$ cat src/rtl/aoi211_arc_sequencer.sv
// rtl/aoi211_arc_sequencer.sv - walks the 8 sensitized AOI211 timing arcs and checks ZN per phase
module aoi211_arc_sequencer #(
  parameter int SETTLE = 4,
  parameter int CNT_W  = 5
) (
  input  logic             CK,
  input  logic             RN,
  input  logic             start,
  input  logic             zn,
  output logic             drv_a,
  output logic             drv_b,
  output logic             drv_c1,
  output logic             drv_c2,
  output logic [2:0]       arc_idx,
  output logic             busy,
  output logic             done,
  output logic             pass,
  output logic [7:0]       err_mask,
  output logic [CNT_W-1:0] err_cnt
);

  localparam int TW = (SETTLE > 1) ? $clog2(SETTLE) : 1;
  localparam logic [TW-1:0] TLOAD = TW'(SETTLE - 1);

  localparam logic [2:0] S_IDLE  = 3'd0;
  localparam logic [2:0] S_SETUP = 3'd1;
  localparam logic [2:0] S_RISE  = 3'd2;
  localparam logic [2:0] S_FALL  = 3'd3;
  localparam logic [2:0] S_DONE  = 3'd4;

  logic [2:0]       state_q, state_d;
  logic [TW-1:0]    tmr_q, tmr_d;
  logic [2:0]       arc_q, arc_d;
  logic [3:0]       drv_q, drv_d;
  logic [7:0]       mask_q, mask_d;
  logic [CNT_W-1:0] cnt_q, cnt_d;
  logic             pass_q, pass_d;
  logic             zn_s1_q, zn_s2_q;
  logic             exp_zn;

  // Drive vector {A,B,C1,C2}: side inputs of the arc, plus the switching pin when sw=1.
  function automatic logic [3:0] arc_drive(input logic [2:0] arc, input logic sw);
    logic [3:0] side;
    logic [3:0] pin;
    case (arc)
      3'd0: begin side = 4'b0000; pin = 4'b1000; end
      3'd1: begin side = 4'b0001; pin = 4'b1000; end
      3'd2: begin side = 4'b0010; pin = 4'b1000; end
      3'd3: begin side = 4'b0000; pin = 4'b0100; end
      3'd4: begin side = 4'b0001; pin = 4'b0100; end
      3'd5: begin side = 4'b0010; pin = 4'b0100; end
      3'd6: begin side = 4'b0001; pin = 4'b0010; end
      default: begin side = 4'b0010; pin = 4'b0001; end
    endcase
    return sw ? (side | pin) : side;
  endfunction

  assign exp_zn = (state_q != S_RISE);

  always_comb begin
    state_d = state_q;
    tmr_d   = tmr_q;
    arc_d   = arc_q;
    drv_d   = drv_q;
    mask_d  = mask_q;
    cnt_d   = cnt_q;
    pass_d  = pass_q;
    case (state_q)
      S_IDLE: begin
        if (start) begin
          state_d = S_SETUP;
          tmr_d   = TLOAD;
          arc_d   = 3'd0;
          drv_d   = arc_drive(3'd0, 1'b0);
          mask_d  = 8'h00;
          cnt_d   = '0;
          pass_d  = 1'b0;
        end
      end
      S_SETUP, S_RISE, S_FALL: begin
        if (tmr_q != '0) begin
          tmr_d = tmr_q - 1'b1;
        end else begin
          if (zn_s2_q != exp_zn) begin
            mask_d[arc_q] = 1'b1;
            if (cnt_q != {CNT_W{1'b1}}) cnt_d = cnt_q + 1'b1;
          end
          tmr_d = TLOAD;
          if (state_q == S_SETUP) begin
            state_d = S_RISE;
            drv_d   = arc_drive(arc_q, 1'b1);
          end else if (state_q == S_RISE) begin
            state_d = S_FALL;
            drv_d   = arc_drive(arc_q, 1'b0);
          end else if (arc_q != 3'd7) begin
            state_d = S_SETUP;
            arc_d   = arc_q + 3'd1;
            drv_d   = arc_drive(arc_q + 3'd1, 1'b0);
          end else begin
            // pass sees the mask including this final compare
            state_d = S_DONE;
            drv_d   = 4'b0000;
            pass_d  = (mask_d == 8'h00);
          end
        end
      end
      S_DONE:  state_d = S_IDLE;
      default: state_d = S_IDLE;
    endcase
  end

  always_ff @(posedge CK or negedge RN) begin
    if (!RN) begin
      state_q <= S_IDLE;
      tmr_q   <= '0;
      arc_q   <= 3'd0;
      drv_q   <= 4'b0000;
      mask_q  <= 8'h00;
      cnt_q   <= '0;
      pass_q  <= 1'b0;
      zn_s1_q <= 1'b0;
      zn_s2_q <= 1'b0;
    end else begin
      state_q <= state_d;
      tmr_q   <= tmr_d;
      arc_q   <= arc_d;
      drv_q   <= drv_d;
      mask_q  <= mask_d;
      cnt_q   <= cnt_d;
      pass_q  <= pass_d;
      zn_s1_q <= zn;
      zn_s2_q <= zn_s1_q;
    end
  end

  assign {drv_a, drv_b, drv_c1, drv_c2} = drv_q;
  assign arc_idx  = arc_q;
  assign busy     = (state_q == S_SETUP) || (state_q == S_RISE) || (state_q == S_FALL);
  assign done     = (state_q == S_DONE);
  assign pass     = pass_q;
  assign err_mask = mask_q;
  assign err_cnt  = cnt_q;

endmodule

$ cat config.mk
export PLATFORM = sky130hd
export DESIGN_NAME = aoi211_arc_sequencer
export DESIGN_NICKNAME = d
export VERILOG_FILES = /design/src/rtl/aoi211_arc_sequencer.sv
export SDC_FILE = /design/constraint.sdc
export NUM_CORES = 1
export LEC_CHECK = 0
export CORE_ASPECT_RATIO = 1.5
export CORE_MARGIN = 2
export CORE_UTILIZATION = 52
export DETAILED_ROUTE_END_ITERATION = 8
export PLACE_DENSITY = 0.79
export SYNTH_ARGS = -nofsm -noshare
export SYNTH_HDL_FRONTEND = slang
export SYNTH_SLANG_ARGS = --single-unit
$ cat constraint.sdc
create_clock -name CK -period 2.8 [get_ports CK]
set_clock_uncertainty 0.05 [all_clocks]
set_input_delay 0.56 -clock CK [delete_from_list [all_inputs] [get_ports CK]]
set_output_delay 0.56 -clock CK [all_outputs]
set_load 0.01 [all_outputs]
==> impl_results.rst, run 1 <==
.. list-table::
   :header-rows: 1

   * - Metric
     - Value
   * - CTS Root Cell
     - sky130_fd_sc_hd__clkbuf_8
   * - Core utilization of the finished layout
     - 67.3%
   * - GR met2 Demand/Resource
     - 46.6%
   * - WP data required
     - 2190 ps
   * - Clock-pin transition on the worst setup and hold timing paths
     - 100 ps
   * - Synthesized area
     - 1570 um2
   * - Async set-reset flop share out of synthesis
     - 100%
   * - Total congestion overflow after global routing
     - 0
   * - Largest area contributor in the synthesized netlist
     - sky130_fd_sc_hd__dfrtp_1
   * - Worst setup EP type
     - output port
   * - Endpoints failing hold
     - 0
   * - Largest net degree at the start of global routing
     - 29
   * - Layout filler cell count
     - 237
   * - Arrival time at the worst endpoint
     - 2070 ps
   * - Via count
     - 1370
   * - Setup repair after global routing missed its margin
     - false
   * - Wire length of the first global-routing pass
     - 6.41 mm
   * - Max transition margin
     - 51.8%
   * - Path class of the lowest-slack min-delay path
     - flop to flop
   * - Ratio of final minimum period to clock period
     - 95.6%
   * - Dominant register cell in the synthesized netlist
     - sky130_fd_sc_hd__dfrtp_1
   * - Std cell rows
     - 24
   * - Via density per instance
     - 5.93
   * - Placed Cells incl. Taps
     - 227
   * - Category of the most critical setup path
     - flop to output port
   * - Post-CTS Setup Bufs
     - 0
   * - Largest cells by area after synthesis
     - sky130_fd_sc_hd__dfrtp_1 45%, sky130_fd_sc_hd__ha_1 8.0%, sky130_fd_sc_hd__o21ai_0 5.1%
   * - Floorplan die area
     - 3480 um2
   * - Final sum of negative setup slack
     - 0 ps
   * - H-tree depth
     - 1
   * - Antenna diode instance count
     - 0
   * - FF+latch area
     - 701 um2
   * - Power after layout
     - 2250 uW
   * - Syn_area_per_cell
     - 9.49 um2
   * - DR iter-0 viols
     - 44
   * - Max Fclk
     - 374 MHz
   * - Crit path max fanout
     - 11
   * - Initial antenna violation count
     - 0
   * - # port buffers
     - 26
   * - Width of the chip
     - 48.8 um
   * - Number of nets still failing antenna checks after routing
     - 0
   * - Number of nets in the layout
     - 207
   * - Routed length per instance
     - 16.3 um
   * - Power density over cell area
     - 1160 nW/um2
   * - Starting Density
     - 54.3%
   * - Seq cells post-synth
     - 28
   * - Worst-Margin Slew
     - 723 ps
   * - Synth Instances
     - 165
   * - Count of flip-flops with a built-in enable after synthesis
     - 0
   * - Run status
     - finished clean
   * - Chip Height
     - 71.2 um
   * - Area occupied by multi-input gates
     - 803 um2
   * - CP max stage cell
     - sky130_fd_sc_hd__dfrtp_1
   * - Share of final-layout standard cells stronger than drive strength 1
     - 7.29%
   * - Cell with the most instances after synthesis
     - sky130_fd_sc_hd__dfrtp_1
   * - Number of remaining DRC errors
     - 0
   * - Sequential fraction of the synthesis area
     - 44.7%
   * - Min Tclk post-route
     - 2680 ps
   * - GRT met1 Usage
     - 26.0%
   * - Count of pins over their slew limit
     - 0
   * - Resized Gates After CTS
     - 0
   * - Net Count, Synth
     - 179
   * - Area added between synthesis and finish
     - 23.9%
   * - Largest incremental delay on the critical path
     - 560 ps
   * - Cts hold-fix bufs
     - 0
   * - Placed Area
     - 1870 um2
   * - CTS Sinks
     - 28
   * - Via count of the first global-routing pass
     - 1391
   * - Maximum root-to-sink buffer count
     - 2
   * - LEAKAGE
     - 0.000838 uW
   * - Worst Path Buf+Inv
     - 2
   * - Layout Cells excl Fill
     - 231
   * - Placeable Area
     - 2880 um2
   * - CP Launch Type
     - flop
   * - GR Util met3
     - 2.29%
   * - Number of warning messages in the yosys log
     - 0
   * - Detailed placement HPWL
     - 2.83 mm
   * - Total wire length after detailed routing
     - 3.76 mm
   * - Clock insertion delay at the later pin of the skew report
     - 280 ps
   * - Top-area cell type share of the netlist area
     - 44.7%
   * - CTS Buf Count
     - 3
   * - Final Setup Violations
     - 0
   * - Number of search-and-repair iterations in the first detailed-routing pass
     - 4
   * - Post-Layout Inst Area
     - 1940 um2
   * - Number of max-capacitance violations reported
     - 0
   * - Maximum vdd drop
     - 0.000744 V
   * - Gate family responsible for the most delay along the worst path
     - buffers and inverters
   * - Number of distinct library cell variants in the gate-level netlist after synthesis
     - 40
   * - Top Ports
     - 27
   * - GP Congestion
     - 0.867
   * - Total GRT Usage
     - 23.4%
   * - Most frequent cells after synthesis
     - 28 x sky130_fd_sc_hd__dfrtp_1, 17 x sky130_fd_sc_hd__nand2_1, 16 x sky130_fd_sc_hd__o21ai_0
   * - Most Used Layer, Global Route
     - met2
   * - Crit path cell chain
     - nor2_1 > or2_1 > inv_2 > clkdlybuf4s50_1
   * - TritonCTS clock tree
     - built
[metal layers]
layer / share of wire [%] / vias up
li1: - / 642
met1: 38 / 668
met2: 56 / 48
met3: 3.4 / 12
met4: 2.7 / 0
met5: 0 / -
[path summary, 6_finish.rpt]
kind	from	to	slack (ps)	depth (start not counted)
setup / recovery	state_q[1]$_DFFE_PN0P_	busy	120	4
hold / removal	zn_s1_q$_DFF_PN0_	zn_s2_q$_DFF_PN0_	320	0
setup reg to reg	state_q[1]$_DFFE_PN0P_	err_cnt[4]$_DFFE_PN0P_	240	7
hold reg to reg	zn_s1_q$_DFF_PN0_	zn_s2_q$_DFF_PN0_	320	0
max in group asynchronous	RN	drv_q[1]$_DFFE_PN0P_	1820	2
min in group asynchronous	RN	err_mask[0]$_DFFE_PN0P_	610	2
[cells by family (layout without fill, tap and decap cells)]
logic type | after synthesis | after routing | synth area share [%]
fa+ha+maj | 10 | 10 | 7.99
mux | 7 | 7 | 4.63
simple gates | 60 | 60 | 20.4
xor+xnor | 2 | 2 | 1.12
buf+inv | 15 | 42 | 3.99
compound gates | 43 | 43 | 17.2
flops | 28 | 28 | 44.7
[cells in the final DEF, fill, tap and decap left out, types with 2 or more instances in the layout]
| cell | count |
|---|---|
| sky130_fd_sc_hd__dfrtp_1 | 28 |
| sky130_fd_sc_hd__clkdlybuf4s50_1 | 26 |
| sky130_fd_sc_hd__nand2_1 | 17 |
| sky130_fd_sc_hd__o21ai_0 | 16 |
| sky130_fd_sc_hd__nor2_1 | 14 |
| sky130_fd_sc_hd__a21oi_1 | 11 |
| sky130_fd_sc_hd__ha_1 | 10 |
| sky130_fd_sc_hd__inv_1 | 8 |
| sky130_fd_sc_hd__mux2i_1 | 5 |
| sky130_fd_sc_hd__nand3_1 | 5 |
| sky130_fd_sc_hd__nor2b_1 | 4 |
| sky130_fd_sc_hd__o31ai_1 | 4 |
| sky130_fd_sc_hd__or4_1 | 3 |
| sky130_fd_sc_hd__clkbuf_8 | 3 |
| sky130_fd_sc_hd__buf_4 | 3 |
| sky130_fd_sc_hd__and2_1 | 2 |
| sky130_fd_sc_hd__mux2_2 | 2 |
| sky130_fd_sc_hd__a32o_1 | 2 |
| sky130_fd_sc_hd__nand3b_1 | 2 |
| sky130_fd_sc_hd__nor4_1 | 2 |
| sky130_fd_sc_hd__o41ai_1 | 2 |
| sky130_fd_sc_hd__or3_1 | 2 |
| sky130_fd_sc_hd__nor3_1 | 2 |
| sky130_fd_sc_hd__a32oi_1 | 2 |
[flip-flops by register name (all words and copies together) (netlist names)]
signal,flops
arc_idx,3
drv_q,4
err_cnt,5
err_mask,8
pass,1
state_q,3
tmr_q,2
zn_s1_q,1
zn_s2_q,1
[power by group]
part | internal [uW] | switching (uW) | leakage (uW)
registers | 554 | 186 | 0.000359
clock network | 192 | 130 | 0.0000357
logic | 564 | 628 | 0.000444
[stage by stage]
stage	hold WS, ps	setup WS [ps]
detailed placement	305	212
floorplan	214	765
global placement	289	334
CTS	326	148
global route	344	12.1
finish	318	123
[area by class of cell]
cell class	instances	area share [%]
Clock inverter	1	1.55
Multi-Input combinational cell	122	41.4
Sequential cell	28	36.1
Clock buffer	3	2.13
Inverter	9	1.74
Timing Repair Buffer	29	14.6
Tap cell	39	2.51
Power figures use the tool's default switching activity.
==> run 2: changes to the inputs <==
- SLEW_MARGIN: unset -> 10
==> results of run 2 <==
Final layout, timing and power as in run 1 (identical DEF).
==> run 3: changes to the inputs <==
- PLACE_DENSITY: 0.79 -> 0.8
==> impl_results.rst, run 3 (synthesized netlist as in run 1, its figures left out) <==
.. list-table::
   :header-rows: 1

   * - Metric
     - Value
   * - Run status
     - finished clean (unchanged)
   * - Starting Density
     - 54.3% (unchanged)
   * - Worst hold slack across all endpoints
     - 318 ps (about the same)
   * - GR met2 Demand/Resource
     - 44.6% (was 46.6%)
   * - Via count of the first global-routing pass
     - 1468 (was 1391)
   * - Power density over cell area
     - 1140 nW/um2 (was 1160 nW/um2)
   * - CTS Buf Count
     - 3 (unchanged)
   * - Worst setup EP type
     - output port (unchanged)
   * - GR Util met3
     - 2.92% (was 2.29%)
   * - Placeable Area
     - 2880 um2 (unchanged)
   * - DR iter-0 viols
     - 53 (was 44)
   * - Count of pins over their slew limit
     - 0 (unchanged)
   * - Via density per instance
     - 5.89 (was 5.93)
   * - Wire length of the first global-routing pass
     - 6.53 mm (was 6.41 mm)
   * - Slack of the worst reg-to-reg path
     - 230 ps (was 240 ps)
   * - Total GRT Usage
     - 24.0% (was 23.4%)
   * - LEAKAGE
     - 0.000830 uW (was 0.000838 uW)
   * - Initial antenna violation count
     - 0 (unchanged)
   * - CTS Root Cell
     - sky130_fd_sc_hd__clkbuf_8 (unchanged)
   * - Layout filler cell count
     - 256 (was 237)
   * - Crit path max fanout
     - 10 (was 11)
   * - Share of final-layout standard cells stronger than drive strength 1
     - 7.81% (was 7.29%)
   * - Number of remaining DRC errors
     - 0 (unchanged)
   * - Most common cell after layout, fill and taps aside
     - sky130_fd_sc_hd__dfrtp_1 (unchanged)
   * - Floorplan die area
     - 3480 um2 (unchanged)
   * - Clock insertion delay at the later pin of the skew report
     - 280 ps (about the same)
   * - Largest net degree at the start of global routing
     - 29 (unchanged)
   * - Width of the chip
     - 48.8 um (unchanged)
   * - Min Tclk post-route
     - 2680 ps (about the same)
   * - H-tree depth
     - 1 (unchanged)
   * - Combinational group share of total power
     - 54.5% (was 52.9%)
   * - Clock-pin transition on the worst setup and hold timing paths
     - 100 ps (about the same)
   * - Number of nets still failing antenna checks after routing
     - 0 (unchanged)
   * - Final sum of negative setup slack
     - 0 ps (unchanged)
   * - Max Fclk
     - 373 MHz (was 374 MHz)
   * - Final Setup Violations
     - 0 (unchanged)
   * - Via count
     - 1360 (was 1370)
   * - Number of flip-flops in the largest register
     - 8 (unchanged)
   * - Number of stages on the worst hold path
     - 0 (unchanged)
   * - Antenna diode instance count
     - 0 (unchanged)
   * - WP data required
     - 2190 ps (about the same)
   * - Hold-critical path endpoint
     - zn_s2_q$_DFF_PN0_ (unchanged)
   * - TritonCTS clock tree
     - built (unchanged)
   * - Number of max-capacitance violations reported
     - 0 (unchanged)
   * - Most Used Layer, Global Route
     - met2 (unchanged)
   * - Total wire length after detailed routing
     - 3.87 mm (was 3.76 mm)
   * - Maximum vdd drop
     - 0.000587 V (was 0.000744 V)
   * - CP Launch Type
     - flop (unchanged)
   * - # port buffers
     - 26 (unchanged)
   * - Commonest cells after routing, fill and taps aside
     - 27 x sky130_fd_sc_hd__dfrtp_1, 26 x sky130_fd_sc_hd__clkdlybuf4s50_1, 17 x sky130_fd_sc_hd__nand2_1 (was 28 x sky130_fd_sc_hd__dfrtp_1, 26 x sky130_fd_sc_hd__clkdlybuf4s50_1, 17 x sky130_fd_sc_hd__nand2_1)
   * - Area added between synthesis and finish
     - 22.9% (was 23.9%)
   * - Number of nets in the layout
     - 207 (unchanged)
   * - FF+latch area
     - 702 um2 (was 701 um2)
   * - GP Congestion
     - 0.845 (was 0.867)
   * - GRT met1 Usage
     - 25.6% (was 26.0%)
   * - Internal power
     - 1240 uW (was 1310 uW)
   * - Number of search-and-repair iterations in the first detailed-routing pass
     - 4 (unchanged)
   * - Endpoints failing hold
     - 0 (unchanged)
   * - CTS Sinks
     - 28 (unchanged)
   * - Routed length per instance
     - 16.7 um (was 16.3 um)
   * - Arrival time at the worst endpoint
     - 2070 ps (about the same)
   * - Worst Reg-to-Reg Cells
     - 7 (unchanged)
   * - Reg-to-reg critical path endpoint
     - err_cnt[4]$_DFFE_PN0P_ (unchanged)
   * - Source of the worst hold timing path
     - zn_s1_q$_DFF_PN0_ (unchanged)
   * - Setup repair after global routing missed its margin
     - false (unchanged)
   * - Std cell rows
     - 24 (unchanged)
   * - Area occupied by multi-input gates
     - 803 um2 (unchanged)
   * - Proportion of power drawn by the clock network
     - 11.6% (was 14.3%)
   * - Relative contribution of sequential cells to total power
     - 33.9% (was 32.8%)
   * - Ratio of final minimum period to clock period
     - 95.7% (was 95.6%)
   * - Chip Height
     - 71.2 um (unchanged)
   * - Max transition margin
     - 51.0% (was 51.8%)
   * - Detailed placement HPWL
     - 2.88 mm (was 2.83 mm)
   * - Worst-Margin Slew
     - 735 ps (was 723 ps)
   * - Worst flop-to-flop path startpoint
     - state_q[0]$_DFFE_PN0P_ (was state_q[1]$_DFFE_PN0P_)
   * - Path class of the lowest-slack min-delay path
     - flop to flop (unchanged)
   * - Total congestion overflow after global routing
     - 0 (unchanged)
   * - Maximum root-to-sink buffer count
     - 2 (unchanged)
   * - P_sw
     - 948 uW (was 944 uW)
   * - Top Ports
     - 27 (unchanged)
   * - Post-CTS Setup Bufs
     - 0 (unchanged)
   * - Sw Ratio
     - 43.2% (was 41.9%)
   * - Category of the most critical setup path
     - flop to output port (unchanged)
   * - Cts hold-fix bufs
     - 0 (unchanged)
## run 3: changes by cell type in the layout (fill, tap and decap cells not counted), sizes merged
| cell | previous run | this run |
|---|---|---|
| bufinv | 1 | 0 |
| clkbuf | 3 | 4 |
## run 3: cell type report
| class | count | area share [%] |
|---|---|---|
| timing repair buffer | 29 | 14.7 |
| tap | 39 | 2.53 |
| clock buffer | 4 | 2.86 |
| sequential | 28 | 36.5 |
| inverter | 9 | 1.75 |
| multi-input combinational | 122 | 41.7 |
## run 3: per-stage QoR
stage / setup slack [ps] / total power [uW] / instance area [um2] / std cells / utilization [%]
floorplan: 765 / 1450 / 1570 / 165 / -
global placement: 333 / 1860 / 1870 / 227 / 64.8
detailed placement: 217 / 1930 / 1870 / 227 / 64.8
CTS: 112 / 2190 / 1920 / 231 / 66.8
global route: 2.59 / 2360 / 1930 / 231 / 66.8
finish: 119 / 2190 / 1930 / 231 / 66.8
## run 3: worst max-delay path, stage by stage, from the launching register on
cell and delay, ps:
sky130_fd_sc_hd__dfrtp_1 560, sky130_fd_sc_hd__nor2_1 160, sky130_fd_sc_hd__or2_1 330, sky130_fd_sc_hd__inv_2 170
sky130_fd_sc_hd__clkdlybuf4s50_1 570
## run 3: metal layers
metal  vias to the layer above  wire [um]
li1                        640          -
met3                        15        189
met2                        59       2120
met4                         0        170
met1                       646       1390
met5                         -          0
## run 3: worst max path at each step
stage                                 startpoint                      to  slack, ps  depth (start not counted)
after floorplan           err_cnt[0]$_DFFE_PN0P_  err_cnt[3]$_DFFE_PN0P_        760                          7
after global placement                     start  err_cnt[3]$_DFFE_PN0P_        330                          6
after detailed placement                   start  err_cnt[3]$_DFFE_PN0P_        220                          6
after CTS                 state_q[1]$_DFFE_PN0P_                    busy        110                          4
after global routing      state_q[0]$_DFFE_PN0P_                    busy          3                          4
final                     state_q[0]$_DFFE_PN0P_                    busy        120                          4
## run 3: repair_timing
item / in CTS / in global routing
gates resized for setup: 0 / 1
endpoints found under the setup margin: 0 / 1
endpoints found under the hold margin: 0 / 0
## run 3: power by group through the flow
stage	registers, uW	clock network (uW)	logic, uW
detailed placement	747	0	1180
finish	744	254	1190
CTS	739	252	1190
floorplan	726	0	729
global placement	733	0	1130
global route	775	269	1310
